[src/rtl/hdmi_pixel_packer.sv]
// hdmi_pixel_packer: packs PPW pixels into DATA_W words with frame-start/line-end markers; HDMI_PACK_LINE_CNT_EN puts the line index in line-end markers.
// Latency: pixel on inputs at N -> word in FIFO at N+2 -> hdmi_axi_tx_valid at N+3.
// Backpressure: ready/valid through an output FIFO; a write into a full FIFO is dropped and the rest of the frame is discarded.

module hdmi_pixel_packer_fifo #(
    parameter int W     = 64,
    parameter int DEPTH = 16
) (
    input  logic         clk,
    input  logic         rst,
    input  logic         wr_vld,
    input  logic [W-1:0] wr_dat,
    input  logic         rd_rdy,
    output logic         full,
    output logic         rd_vld,
    output logic [W-1:0] rd_dat
);
    localparam int AW = $clog2(DEPTH);

    logic [W-1:0]  mem [DEPTH];
    logic [AW-1:0] wr_ptr, rd_ptr;
    logic [AW:0]   count;
    logic          rd_fire;

    assign rd_fire = rd_vld & rd_rdy;
    assign full    = (count == (AW+1)'(DEPTH));
    assign rd_dat  = rd_vld ? mem[rd_ptr] : '0;

    always_ff @(posedge clk) begin
        if (wr_vld) mem[wr_ptr] <= wr_dat;
    end

    // A freshly written word becomes visible one cycle after it lands; words already held stay visible back to back.
    always_ff @(posedge clk) begin
        if (rst) begin
            wr_ptr <= '0;
            rd_ptr <= '0;
            count  <= '0;
            rd_vld <= 1'b0;
        end else begin
            if (wr_vld)  wr_ptr <= wr_ptr + AW'(1);
            if (rd_fire) rd_ptr <= rd_ptr + AW'(1);
            count  <= count + (AW+1)'(wr_vld) - (AW+1)'(rd_fire);
            rd_vld <= (count - (AW+1)'(rd_fire)) != '0;
        end
    end
endmodule

module hdmi_pixel_packer #(
    parameter int         DATA_W     = 64,
    parameter int         PIX_W      = 24,
    parameter logic [7:0] NODE_INFO  = 8'h12,
    parameter int         FIFO_DEPTH = 16
) (
    input  logic              video_clk_in,
    input  logic              rst,
    input  logic              init_over,
    input  logic              video_vs_in,
    input  logic              video_de_in,
    input  logic [PIX_W-1:0]  video_rgb_in,
    input  logic              hdmi_axi_tx_ready,
    output logic              hdmi_axi_tx_valid,
    output logic [DATA_W-1:0] hdmi_axi_tx_data,
    output logic              frame_overflow,
    output logic [15:0]       frame_cnt
);
    localparam int PPW   = (DATA_W - 16) / PIX_W;
    localparam int PAY_W = DATA_W - 16;

    if (PPW < 1 || PPW > 63) begin : g_ppw_chk
        $error("hdmi_pixel_packer: pixels per word must be 1..63");
    end
    if (FIFO_DEPTH < 4 || (FIFO_DEPTH & (FIFO_DEPTH - 1)) != 0) begin : g_depth_chk
        $error("hdmi_pixel_packer: FIFO_DEPTH must be a power of two >= 4");
    end

    typedef enum logic [1:0] {S_IDLE, S_RUN, S_EOL, S_DROP} state_t;

    logic              vs_d0, vs_d1, de_d0, de_d1, vs_fall, de_fall;
    logic [PIX_W-1:0]  rgb_d0;
    state_t            state;
    logic [5:0]        slot;
    logic              last_slot;
    logic [PAY_W-1:0]  pix_buf, buf_ins;
    logic [DATA_W-1:0] eol_now, eol_late, wr_dat;
    logic              wr_en, wr_ok, fifo_full, rd_fire;
`ifdef HDMI_PACK_LINE_CNT_EN
    logic [15:0]       line_cnt;
`endif

    function automatic logic [DATA_W-1:0] marker(input logic [5:0] sub, input logic [7:0] fill);
        logic [DATA_W-1:0] w;
        w = '0;
        for (int i = 16; i < DATA_W; i++) w[i] = fill[i % 8];
        w[15:0] = {2'd3, sub, NODE_INFO};
        return w;
    endfunction

    always_ff @(posedge video_clk_in) begin
        if (rst) begin
            vs_d0  <= 1'b0;
            vs_d1  <= 1'b0;
            de_d0  <= 1'b0;
            de_d1  <= 1'b0;
            rgb_d0 <= '0;
        end else begin
            vs_d0  <= init_over & video_vs_in;
            de_d0  <= init_over & video_de_in;
            rgb_d0 <= init_over ? video_rgb_in : '0;
            vs_d1  <= vs_d0;
            de_d1  <= de_d0;
        end
    end

    assign vs_fall   = vs_d1 & ~vs_d0;
    assign de_fall   = ~de_d0 & de_d1;
    assign last_slot = (slot == 6'(PPW - 1));
    assign rd_fire   = hdmi_axi_tx_valid & hdmi_axi_tx_ready;
    assign wr_ok     = ~fifo_full | rd_fire;

    always_comb begin
        buf_ins = pix_buf;
        for (int k = 0; k < PPW; k++) begin
            if (slot == 6'(k)) buf_ins[k*PIX_W +: PIX_W] = rgb_d0;
        end
    end

    // The deferred marker belongs to the line whose end already bumped the counter.
    always_comb begin
        eol_now  = marker(6'd1, 8'hF0);
        eol_late = eol_now;
`ifdef HDMI_PACK_LINE_CNT_EN
        eol_now[31:16]  = line_cnt;
        eol_late[31:16] = line_cnt - 16'd1;
`endif
    end

    always_comb begin
        wr_en  = 1'b0;
        wr_dat = '0;
        if (vs_fall) begin
            wr_en  = 1'b1;
            wr_dat = marker(6'd2, 8'hFE);
        end else if (state == S_RUN) begin
            if (de_d0 && last_slot) begin
                wr_en  = 1'b1;
                wr_dat = {buf_ins, 2'd2, 6'(PPW), NODE_INFO};
            end else if (de_fall) begin
                wr_en  = 1'b1;
                wr_dat = (slot != '0) ? {pix_buf, 2'd2, slot, NODE_INFO} : eol_now;
            end
        end else if (state == S_EOL) begin
            wr_en  = 1'b1;
            wr_dat = eol_late;
        end
    end

    always_ff @(posedge video_clk_in) begin
        if (rst) begin
            state          <= S_IDLE;
            slot           <= '0;
            pix_buf        <= '0;
            frame_cnt      <= '0;
            frame_overflow <= 1'b0;
`ifdef HDMI_PACK_LINE_CNT_EN
            line_cnt       <= '0;
`endif
        end else begin
            if (wr_en && !wr_ok) frame_overflow <= 1'b1;
            if (vs_fall) begin
                slot    <= '0;
                pix_buf <= '0;
`ifdef HDMI_PACK_LINE_CNT_EN
                line_cnt <= '0;
`endif
                if (wr_ok) begin
                    state     <= S_RUN;
                    frame_cnt <= frame_cnt + 16'd1;
                end else begin
                    state <= S_IDLE;
                end
            end else begin
                case (state)
                    S_RUN: begin
                        if (de_d0) begin
                            if (!last_slot) begin
                                slot    <= slot + 6'd1;
                                pix_buf <= buf_ins;
                            end else if (wr_ok) begin
                                slot    <= '0;
                                pix_buf <= '0;
                            end else begin
                                state <= S_DROP;
                            end
                        end else if (de_fall) begin
`ifdef HDMI_PACK_LINE_CNT_EN
                            line_cnt <= line_cnt + 16'd1;
`endif
                            if (!wr_ok) begin
                                state <= S_DROP;
                            end else if (slot != '0) begin
                                state   <= S_EOL;
                                slot    <= '0;
                                pix_buf <= '0;
                            end
                        end
                    end
                    S_EOL: begin
                        if (!wr_ok) begin
                            state <= S_DROP;
                        end else begin
                            state <= S_RUN;
                            if (de_d0) begin
                                slot    <= slot + 6'd1;
                                pix_buf <= buf_ins;
                            end
                        end
                    end
                    default: ;
                endcase
            end
        end
    end

    hdmi_pixel_packer_fifo #(.W(DATA_W), .DEPTH(FIFO_DEPTH)) u_fifo (
        .clk    (video_clk_in),
        .rst    (rst),
        .wr_vld (wr_en & wr_ok),
        .wr_dat (wr_dat),
        .rd_rdy (hdmi_axi_tx_ready),
        .full   (fifo_full),
        .rd_vld (hdmi_axi_tx_valid),
        .rd_dat (hdmi_axi_tx_data)
    );
endmodule

[config.mk]
export PLATFORM = sky130hd
export DESIGN_NAME = hdmi_pixel_packer
export DESIGN_NICKNAME = d
export VERILOG_FILES = /design/src/rtl/hdmi_pixel_packer.sv
export SDC_FILE = /design/constraint.sdc
export NUM_CORES = 1
export LEC_CHECK = 0
export BUFFER_PORTS_ARGS = -buffer_cell sky130_fd_sc_hd__buf_2
export CAP_MARGIN = 20
export CORE_UTILIZATION = 61
export CTS_CLUSTER_SIZE = 25
export DETAILED_ROUTE_END_ITERATION = 8
export PLACE_DENSITY = 0.74
export SKIP_LAST_GASP = 1
export SYNTH_ARGS = -nofsm -noshare
export SYNTH_HDL_FRONTEND = slang
export SYNTH_SLANG_ARGS = --single-unit
[constraint.sdc]
create_clock -name video_clk_in -period 8.7 [get_ports video_clk_in]
set_input_delay 1.305 -clock video_clk_in [delete_from_list [all_inputs] [get_ports video_clk_in]]
set_output_delay 1.305 -clock video_clk_in [all_outputs]
set_load 0.005 [all_outputs]
==> impl_metrics.py, run 1 <==
metrics = {
    "power": {
        "leakage_uw": 0.01401,
        "pwr_density_cell_mw_per_mm2": 237.0,
        "irDropWorstVdd_uv": 173.6,
    },
    "clock_network": {
        "clock_path_buffers": 3,
        "cts_setup_buffers": 0,
        "clk_pin_slew_worst_paths_ns": 0.06,
        "tritoncts": "yes",
        "cts_max_level": 3,
        "clk_latency_ns": 0.65,
        "clock-root-buffer": "clkbuf_16",
        "holdBufCountCts": 0,
        "cts_sinks": 1015,
        "postCtsResizedCells": 0,
        "numCtsBuffers": 96,
    },
    "timing": {
        "clock_skew_ns": 0.02405,
        "fmax_ghz": 0.2107,
        "setup_tns_ns": 0,
        "worstMarginPinSlew_ns": 1.154,
        "min_period_over_period": 0.5454,
        "rsz0062_at_grt": "false",
        "slew_violations": 0,
        "relSlewSlack": 0.2309,
        "finalSetupViolCount": 0,
        "hold_viol": 0,
        "fin_crit_ns": 4.745,
    },
    "grt": {
        "antenna_found_initial": 1,
        "overflow": 0,
        "grt_pass1_wl_um": 127800,
        "grt_max_degree": 117,
        "grtUsageTotal": 0.2655,
        "grt_pass1_vias": 20525,
    },
    "worst_setup_path": {
        "path_delay_family": "buffers and inverters",
        "cp-start-kind": "register",
        "ff2ff_path_depth": 6,
        "path_buf_inv": 2,
        "rr_endpoint": "u_fifo.mem[10][25]",
        "endpoint_kind": "output pin",
        "crit_required_ns": 7.39,
        "r2r_slack_ns": 4.14,
        "regToRegStartpoint": "state[0]",
        "cp_max_fo": 73,
        "path_class": "reg2out",
        "critPathArrivalTime_ns": 3.44,
        "worst_path_largest_cell_delay_ns": 0.92,
        "slowest_stage": "buf_4",
        "crit_chain": "buf_4, mux4_2, mux2i_1, o22ai_1, buf_2",
    },
    "synth": {
        "synth_top_cell_by_area": "edfxtp_1",
        "yosys-top-cells-count": "edfxtp_1, mux4_2, dfxtp_1",
        "synth_edf_count": 896,
        "synth_cell_types": 56,
        "syn_area_mm2": 0.03938,
        "ys_ff_latch": 1015,
        "netlist_instances": 2041,
        "ys.flop_type": "edfxtp_1",
        "yosys_warnings": 0,
        "synth_seq_area_share": 0.7437,
        "synthArstFlopShare": 0,
        "netlist_top_cells_area": "edfxtp_1, mux4_2, dfxtp_1, mux2i_1, o22ai_1",
        "synth_top_area_share": 0.6832,
        "avgSynthCellArea_um2": 19.30,
        "synth_most_common_cell": "edfxtp_1",
    },
    "placement": {
        "portBuffers": 105,
        "hpwl_um": 46190,
        "dp_cells": 2915,
        "gp_congestion": 0.8842,
    },
    "final_layout": {
        "nets": 2231,
        "drive_above_1_share": 0.2503,
        "stdcell_count": 3107,
        "n_antenna_cell": 0,
        "multi_input_area_mm2": 0.009633,
        "regArea_mm2": 0.02930,
        "fillers": 3852,
        "synthToLayoutAreaGrowth_pct": 12.33,
    },
    "die": {
        "die_h_um": 256.1,
        "num_rows": 92,
        "io_pins": 112,
        "initial_utilization": 0.6209,
        "chipWidth_um": 256.1,
        "die-area_mm2": 0.06558,
        "core-area_mm2": 0.06343,
    },
    "detailed_routing": {
        "routedWlPerCell_um": 27.60,
        "viasPerCell": 6.448,
        "drtIter0Drc": 2251,
        "vias": 20035,
        "drt_pass1_iterations": 5,
        "drcViolationCount": 0,
        "wirelength_um": 85760,
        "ant_nets": 0,
    },
    "min_path": {
        "min_from": "pix_buf[45]",
        "holdPathEnd": "pix_buf[45]",
        "holdPathStages": 2,
        "min_path_type": "reg2reg",
    },
    "flow_run": {
        "max-cap-violations": 0,
    },
    "outcome": {
        "outcome": "complete, no violations",
    },
}
==> per-stage QoR <==
| step | total power [uW] | setup WS, ns | instance area [um^2] | hold slack [ns] | util |
|---|---|---|---|---|---|
| after floorplan | 6199 | 2.337 | 39400 | 0.4461 | - |
| after global placement | 6479 | 4.306 | 40930 | 0.4502 | 0.6453 |
| after detailed placement | 6499 | 4.154 | 40950 | 0.4646 | 0.6456 |
| after CTS | 10560 | 3.919 | 44060 | 0.4782 | 0.6947 |
| after global routing | 10810 | 3.855 | 44240 | 0.4888 | 0.6975 |
| final | 10480 | 3.955 | 44240 | 0.4804 | 0.6975 |
==> routing by layer <==
| layer | wire, um | share of wire | GRT usage | vias to the layer above |
|---|---|---|---|---|
| met4 | 1951 | 0.023 | 0.08100 | 0 |
| met1 | 34920 | 0.41 | 0.3767 | 10410 |
| met5 | 0 | 0 | 0 | - |
| met3 | 6922 | 0.081 | 0.04902 | 124 |
| met2 | 41960 | 0.49 | 0.4255 | 954 |
| li1 | - | - | - | 8547 |
==> kinds of logic after synthesis <==
logic type      synth area share
compound gates           0.03758
fa+ha+maj               0.006227
flops                     0.7437
other cells           0.00009522
mux                       0.1571
xor+xnor                0.004670
simple gates             0.03504
buf+inv                  0.01563
==> registers in the layout, indices dropped and copies added (netlist names), 2 cells and up, named ones only <==
signal / flops
frame_cnt: 16
slot: 6
rgb_d0: 24
state: 2
u_fifo.count: 5
u_fifo.wr_ptr: 4
pix_buf: 48
u_fifo.rd_ptr: 4
u_fifo.mem: 896
==> cells in the final DEF, fill, tap and decap left out, types with 6 or more instances in the layout <==
cell type    n
mux2i_1    113
nor2_1      81
a21oi_1     39
clkbuf_1    11
edfxtp_1   896
o22ai_1     66
ha_1        18
o21ai_0     21
bufinv_16    7
xor2_1       9
buf_4       46
inv_1       18
and2_1      32
xnor2_1     12
a22o_1      24
clkinv_1    22
nand2_1     79
dfxtp_1    116
mux4_2     224
nor2_4      12
nand3_1     17
nand2b_1    19
a221o_1     12
conb_1       6
a22oi_1     26
clkbuf_16  101
nand4_1      6
nor3_1       6
clkbuf_8     6
clkinv_2    24
buf_2      105
==> report_power, final <==
part / switching [uW] / internal (uW) / total [uW]
Clock: 1730 / 2370 / 4100
Combinational: 555 / 509 / 1060
Sequential: 48.3 / 5280 / 5320
==> worst register-to-register path, stage by stage, from the launching register on <==
cell and delay, ns:
dfxtp_1 0.45, nand4bb_1 0.64, nand3_1 0.78, o21a_1 0.41, nand2_1 0.30, nor2_4 0.84
buf_4 0.75
==> final cells by class <==
type	instances	area share
inverters	19	0.001612
well taps	846	0.02393
clock buffers	118	0.05993
clock inverters	59	0.01055
multi-input cells	889	0.2178
repair buffers	161	0.02393
flip-flops and latches	1015	0.6623
==> how the worst max path moves through the flow <==
stage                           end               from  slack (ns)  cells after the start
3_5_place_dp     u_fifo.mem[13][19]  hdmi_axi_tx_ready        4.15                      7
4_1_cts        hdmi_axi_tx_data[47]           register        3.92                      5
2_1_floorplan     u_fifo.mem[1][10]  hdmi_axi_tx_ready        2.34                      6
6_report       hdmi_axi_tx_data[47]           register        3.95                      5
3_3_place_gp     u_fifo.mem[14][23]  hdmi_axi_tx_ready        4.31                      7
5_1_grt        hdmi_axi_tx_data[47]           register        3.85                      5
Note: power is estimated with default switching activity, not from simulation.
==> inputs of run 2 (changes only) <==
- CORE_UTILIZATION: 61 -> 56
- PLACE_DENSITY: 0.74 -> 0.72
- clock period: 8.7 -> 4.2 ns (I/O delays scaled with it)
==> impl_metrics.py, run 2 (synthesis results as in run 1) <==
metrics = {
    "outcome": {
        "outcome": "complete, no violations",
    },
    "worst_setup_path": {
        "path_class": "reg2out",
        "cp_max_fo": 57,
        "cp-start-kind": "register",
        "r2r_slack_ns": 0.79,
        "crit_required_ns": 3.57,
        "ff2ff_path_depth": 16,
        "rr_endpoint": "u_fifo.count[4]",
        "critPathArrivalTime_ns": 2.92,
        "endpoint_kind": "output pin",
        "regToRegStartpoint": "u_fifo.count[2]",
    },
    "grt": {
        "grt_max_degree": 93,
        "overflow": 0,
        "grt_pass1_wl_um": 132900,
        "grt_pass1_vias": 20884,
        "grtUsageTotal": 0.2584,
        "antenna_found_initial": 1,
    },
    "placement": {
        "dp_cells": 3024,
        "hpwl_um": 48720,
        "gp_congestion": 0.8783,
        "portBuffers": 105,
    },
    "power": {
        "intPower_uw": 16970,
        "p_clk_frac": 0.392,
        "pwr_density_cell_mw_per_mm2": 490.1,
        "leakage_uw": 0.01405,
        "irDropWorstVdd_uv": 272.2,
        "p_seq_frac": 0.504,
        "p_sw_uw": 4862,
        "p_comb_frac": 0.104,
        "p_sw_frac": 0.2227,
        "total_power_uw": 21830,
    },
    "min_path": {
        "min_path_type": "in2reg",
        "holdPathStages": 2,
        "min_from": "video_rgb_in[18]",
        "holdPathEnd": "rgb_d0[18]",
    },
    "timing": {
        "fin_crit_ns": 3.550,
        "min_period_over_period": 0.8451,
        "rsz0062_at_grt": "false",
        "hold_slack_ns": 0.2316,
        "clock_skew_ns": 0.02155,
        "hold_viol": 0,
        "finalSetupViolCount": 0,
        "worstMarginPinSlew_ns": 1.156,
        "relSlewSlack": 0.2297,
        "slew_violations": 0,
        "setup_tns_ns": 0,
        "fmax_ghz": 0.2817,
    },
    "final_layout": {
        "most-common-layout-cells": "edfxtp_1, mux4_2, dfxtp_1, mux2i_1, buf_2",
        "stdcell_count": 3210,
        "fin_util": 0.6449,
        "nets": 2248,
        "final_common_cell": "edfxtp_1",
        "synthToLayoutAreaGrowth_pct": 13.10,
        "drive_above_1_share": 0.2520,
        "fillers": 4561,
        "reg_top3": "u_fifo.mem (896), pix_buf (48), rgb_d0 (24)",
        "regArea_mm2": 0.02930,
        "multi_input_area_mm2": 0.009656,
        "largest_reg_flops": 896,
        "regMostFlops": "u_fifo.mem",
    },
    "die": {
        "initial_utilization": 0.5702,
        "io_pins": 112,
        "chipWidth_um": 267.2,
        "num_rows": 96,
        "die-area_mm2": 0.07139,
        "core-area_mm2": 0.06907,
        "die_h_um": 267.2,
    },
    "clock_network": {
        "postCtsResizedCells": 0,
        "clock-root-buffer": "clkbuf_16",
        "cts_sinks": 1015,
        "cts_max_level": 3,
        "numCtsBuffers": 97,
        "holdBufCountCts": 0,
        "cts_setup_buffers": 0,
        "clk_latency_ns": 0.65,
        "tritoncts": "yes",
        "clock_path_buffers": 3,
        "clk_pin_slew_worst_paths_ns": 0.06,
    },
    "detailed_routing": {
        "drt_pass1_iterations": 6,
        "drcViolationCount": 0,
        "wirelength_um": 89970,
        "routedWlPerCell_um": 28.03,
        "viasPerCell": 6.330,
        "drtIter0Drc": 2287,
        "ant_nets": 0,
        "vias": 20320,
    },
    "flow_run": {
        "max-cap-violations": 0,
    },
}
==> run 2: cell count changes in the layout (fill, tap and decap cells not counted), sizes merged, moves of 2 or more <==
cell / change
buf: +15
bufinv: +2
clkbuf: +13
clkinv: -13
==> run 2: power groups by stage <==
stage | Clock (uW) | Combinational [uW] | Sequential [uW]
2_1_floorplan | 0 | 1650 | 11200
3_3_place_gp | 0 | 2270 | 11200
3_5_place_dp | 0 | 2300 | 11200
4_1_cts | 8680 | 2320 | 11000
5_1_grt | 9050 | 2470 | 11000
6_report | 8560 | 2280 | 11000
==> run 2: routing by layer <==
metal / GRT usage / vias to the layer above / wire (um)
met5: 0.009702 / - / 95
met4: 0.07875 / 2 / 2239
met3: 0.04652 / 148 / 7863
met2: 0.4109 / 1000 / 43660
met1: 0.3679 / 10587 / 36110
li1: - / 8583 / -
==> run 2: worst max path at each step <==
stage / from / end / slack (ns) / cells past startpoint
floorplan: slot[2] / u_fifo.mem[13][10] / -0.13 / 6
global route: u_fifo.count[2] / u_fifo.count[4] / 0.48 / 16
detailed placement: u_fifo.count[2] / u_fifo.count[4] / 0.86 / 16
global placement: slot[2] / u_fifo.count[4] / 1.02 / 14
finish: register / hdmi_axi_tx_data[27] / 0.65 / 6
CTS: register / hdmi_axi_tx_data[27] / 0.59 / 6
==> run 2: layout make-up <==
cell class,count,area share
clock buffers,130,0.05935
well taps,931,0.02615
diodes,1,0.00005618
clock inverters,48,0.01079
multi-input cells,889,0.2168
flip-flops and latches,1015,0.6578
inverters,19,0.001601
repair buffers,177,0.02750
==> run 2: through the flow <==
| step | setup WS [ns] | area [um^2] |
|---|---|---|
| final | 0.6505 | 44540 |
| after global routing | 0.4803 | 44540 |
| after CTS | 0.5905 | 44470 |
| after floorplan | -0.1254 | 39440 |
| after global placement | 1.018 | 41340 |
| after detailed placement | 0.8636 | 41340 |
==> run 2: worst max-delay path, stage by stage, from the launching register on <==
cell and delay, ns:
dfxtp_4 0.39, buf_12 0.23, buf_12 0.44, mux4_2 0.58
mux2i_1 0.19, o22ai_1 0.18, buf_2 0.24
==> inputs of run 3 (changes only) <==
- CORE_UTILIZATION: 56 -> 61
- PLACE_DENSITY: 0.72 -> 0.74
- clock period: 4.2 -> 3.35 ns (I/O delays scaled with it)
==> impl_metrics.py, run 3 (synthesis results as in run 1) <==
metrics = {
    "timing": {
        "hold_viol": 0,
        "relSlewSlack": 0.2643,
        "hold_slack_ns": 0.05278,
        "min_period_over_period": 0.9665,
        "clock_skew_ns": 0.02628,
        "worstMarginPinSlew_ns": 1.099,
        "slew_violations": 0,
        "finalSetupViolCount": 0,
        "fin_crit_ns": 3.238,
        "rsz0062_at_grt": "false",
        "fmax_ghz": 0.3089,
    },
    "detailed_routing": {
        "viasPerCell": 6.531,
        "routedWlPerCell_um": 28.25,
        "drtIter0Drc": 2611,
        "drcViolationCount": 0,
        "drt_pass1_iterations": 5,
        "ant_nets": 0,
        "vias": 20617,
        "wirelength_um": 89180,
    },
    "worst_setup_path": {
        "crit_required_ns": 2.85,
        "critPathArrivalTime_ns": 2.74,
        "crit_top_cell": "buf_12",
        "path_class": "reg2out",
        "cp-start-kind": "register",
        "cp_max_fo": 33,
        "ff2ff_path_depth": 6,
        "worst_path_largest_cell_delay_ns": 0.62,
        "regToRegStartpoint": "state[0]",
        "r2r_slack_ns": 0.29,
        "rr_endpoint": "u_fifo.mem[5][25]",
        "slowest_stage": "dfxtp_4",
        "crit_chain": "buf_12, buf_12, mux4_2, mux2i_1, o22ai_1, buf_2",
        "endpoint_kind": "output pin",
    },
    "power": {
        "pwr_density_cell_mw_per_mm2": 607.0,
        "leakage_uw": 0.01424,
        "irDropWorstVdd_uv": 462.7,
    },
    "clock_network": {
        "clk_pin_slew_worst_paths_ns": 0.06,
        "postCtsResizedCells": 0,
        "clock-root-buffer": "clkbuf_16",
        "cts_max_level": 3,
        "tritoncts": "yes",
        "clock_path_buffers": 3,
        "cts_sinks": 1015,
        "clk_latency_ns": 0.66,
        "numCtsBuffers": 97,
    },
    "flow_run": {
        "max-cap-violations": 0,
    },
    "die": {
        "die-area_mm2": 0.06558,
        "num_rows": 92,
        "initial_utilization": 0.6209,
        "core-area_mm2": 0.06343,
        "chipWidth_um": 256.1,
        "io_pins": 112,
        "die_h_um": 256.1,
    },
    "final_layout": {
        "synthToLayoutAreaGrowth_pct": 13.77,
        "nets": 2277,
        "regMostFlops": "u_fifo.mem",
        "reg_top3": "u_fifo.mem (896), pix_buf (48), rgb_d0 (24)",
        "fillers": 3785,
        "multi_input_area_mm2": 0.009656,
        "largest_reg_flops": 896,
        "final_common_cell": "edfxtp_1",
        "stdcell_count": 3157,
        "most-common-layout-cells": "edfxtp_1, mux4_2, dfxtp_1, mux2i_1, buf_2",
        "drive_above_1_share": 0.2618,
        "regArea_mm2": 0.02930,
        "n_antenna_cell": 0,
    },
    "grt": {
        "grt_pass1_vias": 20876,
        "antenna_found_initial": 1,
        "grt_pass1_wl_um": 132700,
        "grtUsageTotal": 0.2767,
        "grt_max_degree": 57,
        "overflow": 0,
    },
    "placement": {
        "dp_cells": 2970,
        "hpwl_um": 49880,
        "portBuffers": 105,
        "gp_congestion": 0.8869,
    },
    "outcome": {
        "outcome": "complete, no violations",
    },
    "min_path": {
        "holdPathStages": 2,
        "min_from": "video_rgb_in[16]",
        "holdPathEnd": "rgb_d0[16]",
        "min_path_type": "in2reg",
    },
}
[run 3: metrics by stage]
stage                     TNS (ns)  worst slack (ns)  cell area (um^2)  utilization  power, uW
after floorplan             -47.47           -0.1029             39490            -      16090
after global placement           0            0.3398             41670       0.6570      17010
after detailed placement         0            0.3603             41670       0.6570      17050
after CTS                        0           0.07422             44780       0.7061      27370
after global routing             0           0.02490             44810       0.7064      28030
final                            0            0.1122             44810       0.7064      27200
[run 3: where the power goes]
part	leakage [uW]	internal [uW]	switching [uW]
logic	0.00358	1460	1520
clock network	0.00151	5900	4510
registers	0.00915	13700	103
[run 3: cell type report]
type / instances / share of cell area
multi-input cells: 889 / 0.2155
inverters: 19 / 0.001592
flip-flops and latches: 1015 / 0.6539
clock buffers: 138 / 0.06152
well taps: 846 / 0.02362
repair buffers: 206 / 0.03692
clock inverters: 44 / 0.006953
[run 3: worst max path at each step]
stage,end,cells past startpoint,startpoint,slack (ns)
after floorplan,u_fifo.mem[5][10],6,slot[2],-0.10
after global placement,u_fifo.count[4],14,slot[0],0.34
after detailed placement,u_fifo.count[4],14,state[0],0.36
after CTS,hdmi_axi_tx_data[30],6,register,0.07
after global routing,hdmi_axi_tx_data[30],6,register,0.02
final,hdmi_axi_tx_data[30],6,register,0.11
[run 3: what timing repair did]
action,4_1_cts,5_1_grt
buffers inserted,3,0
setup endpoints to repair,13,0
hold buffers,0,0
[run 3: worst max-delay path, delay by kind of cell (launching register included)]
family	cells	cell delay, ns
AOI/OAI and AO/OA	1	0.16
buffers and inverters	3	0.68
DFF	1	0.62
muxes	2	0.57
[run 3: routing by layer]
metal | up-vias | GRT usage | routed length (um)
li1 | 8653 | - | -
met1 | 10774 | 0.4083 | 35880
met2 | 1049 | 0.4322 | 43120
met3 | 141 | 0.04714 | 8195
met4 | 0 | 0.07984 | 1986
met5 | - | 0 | 0
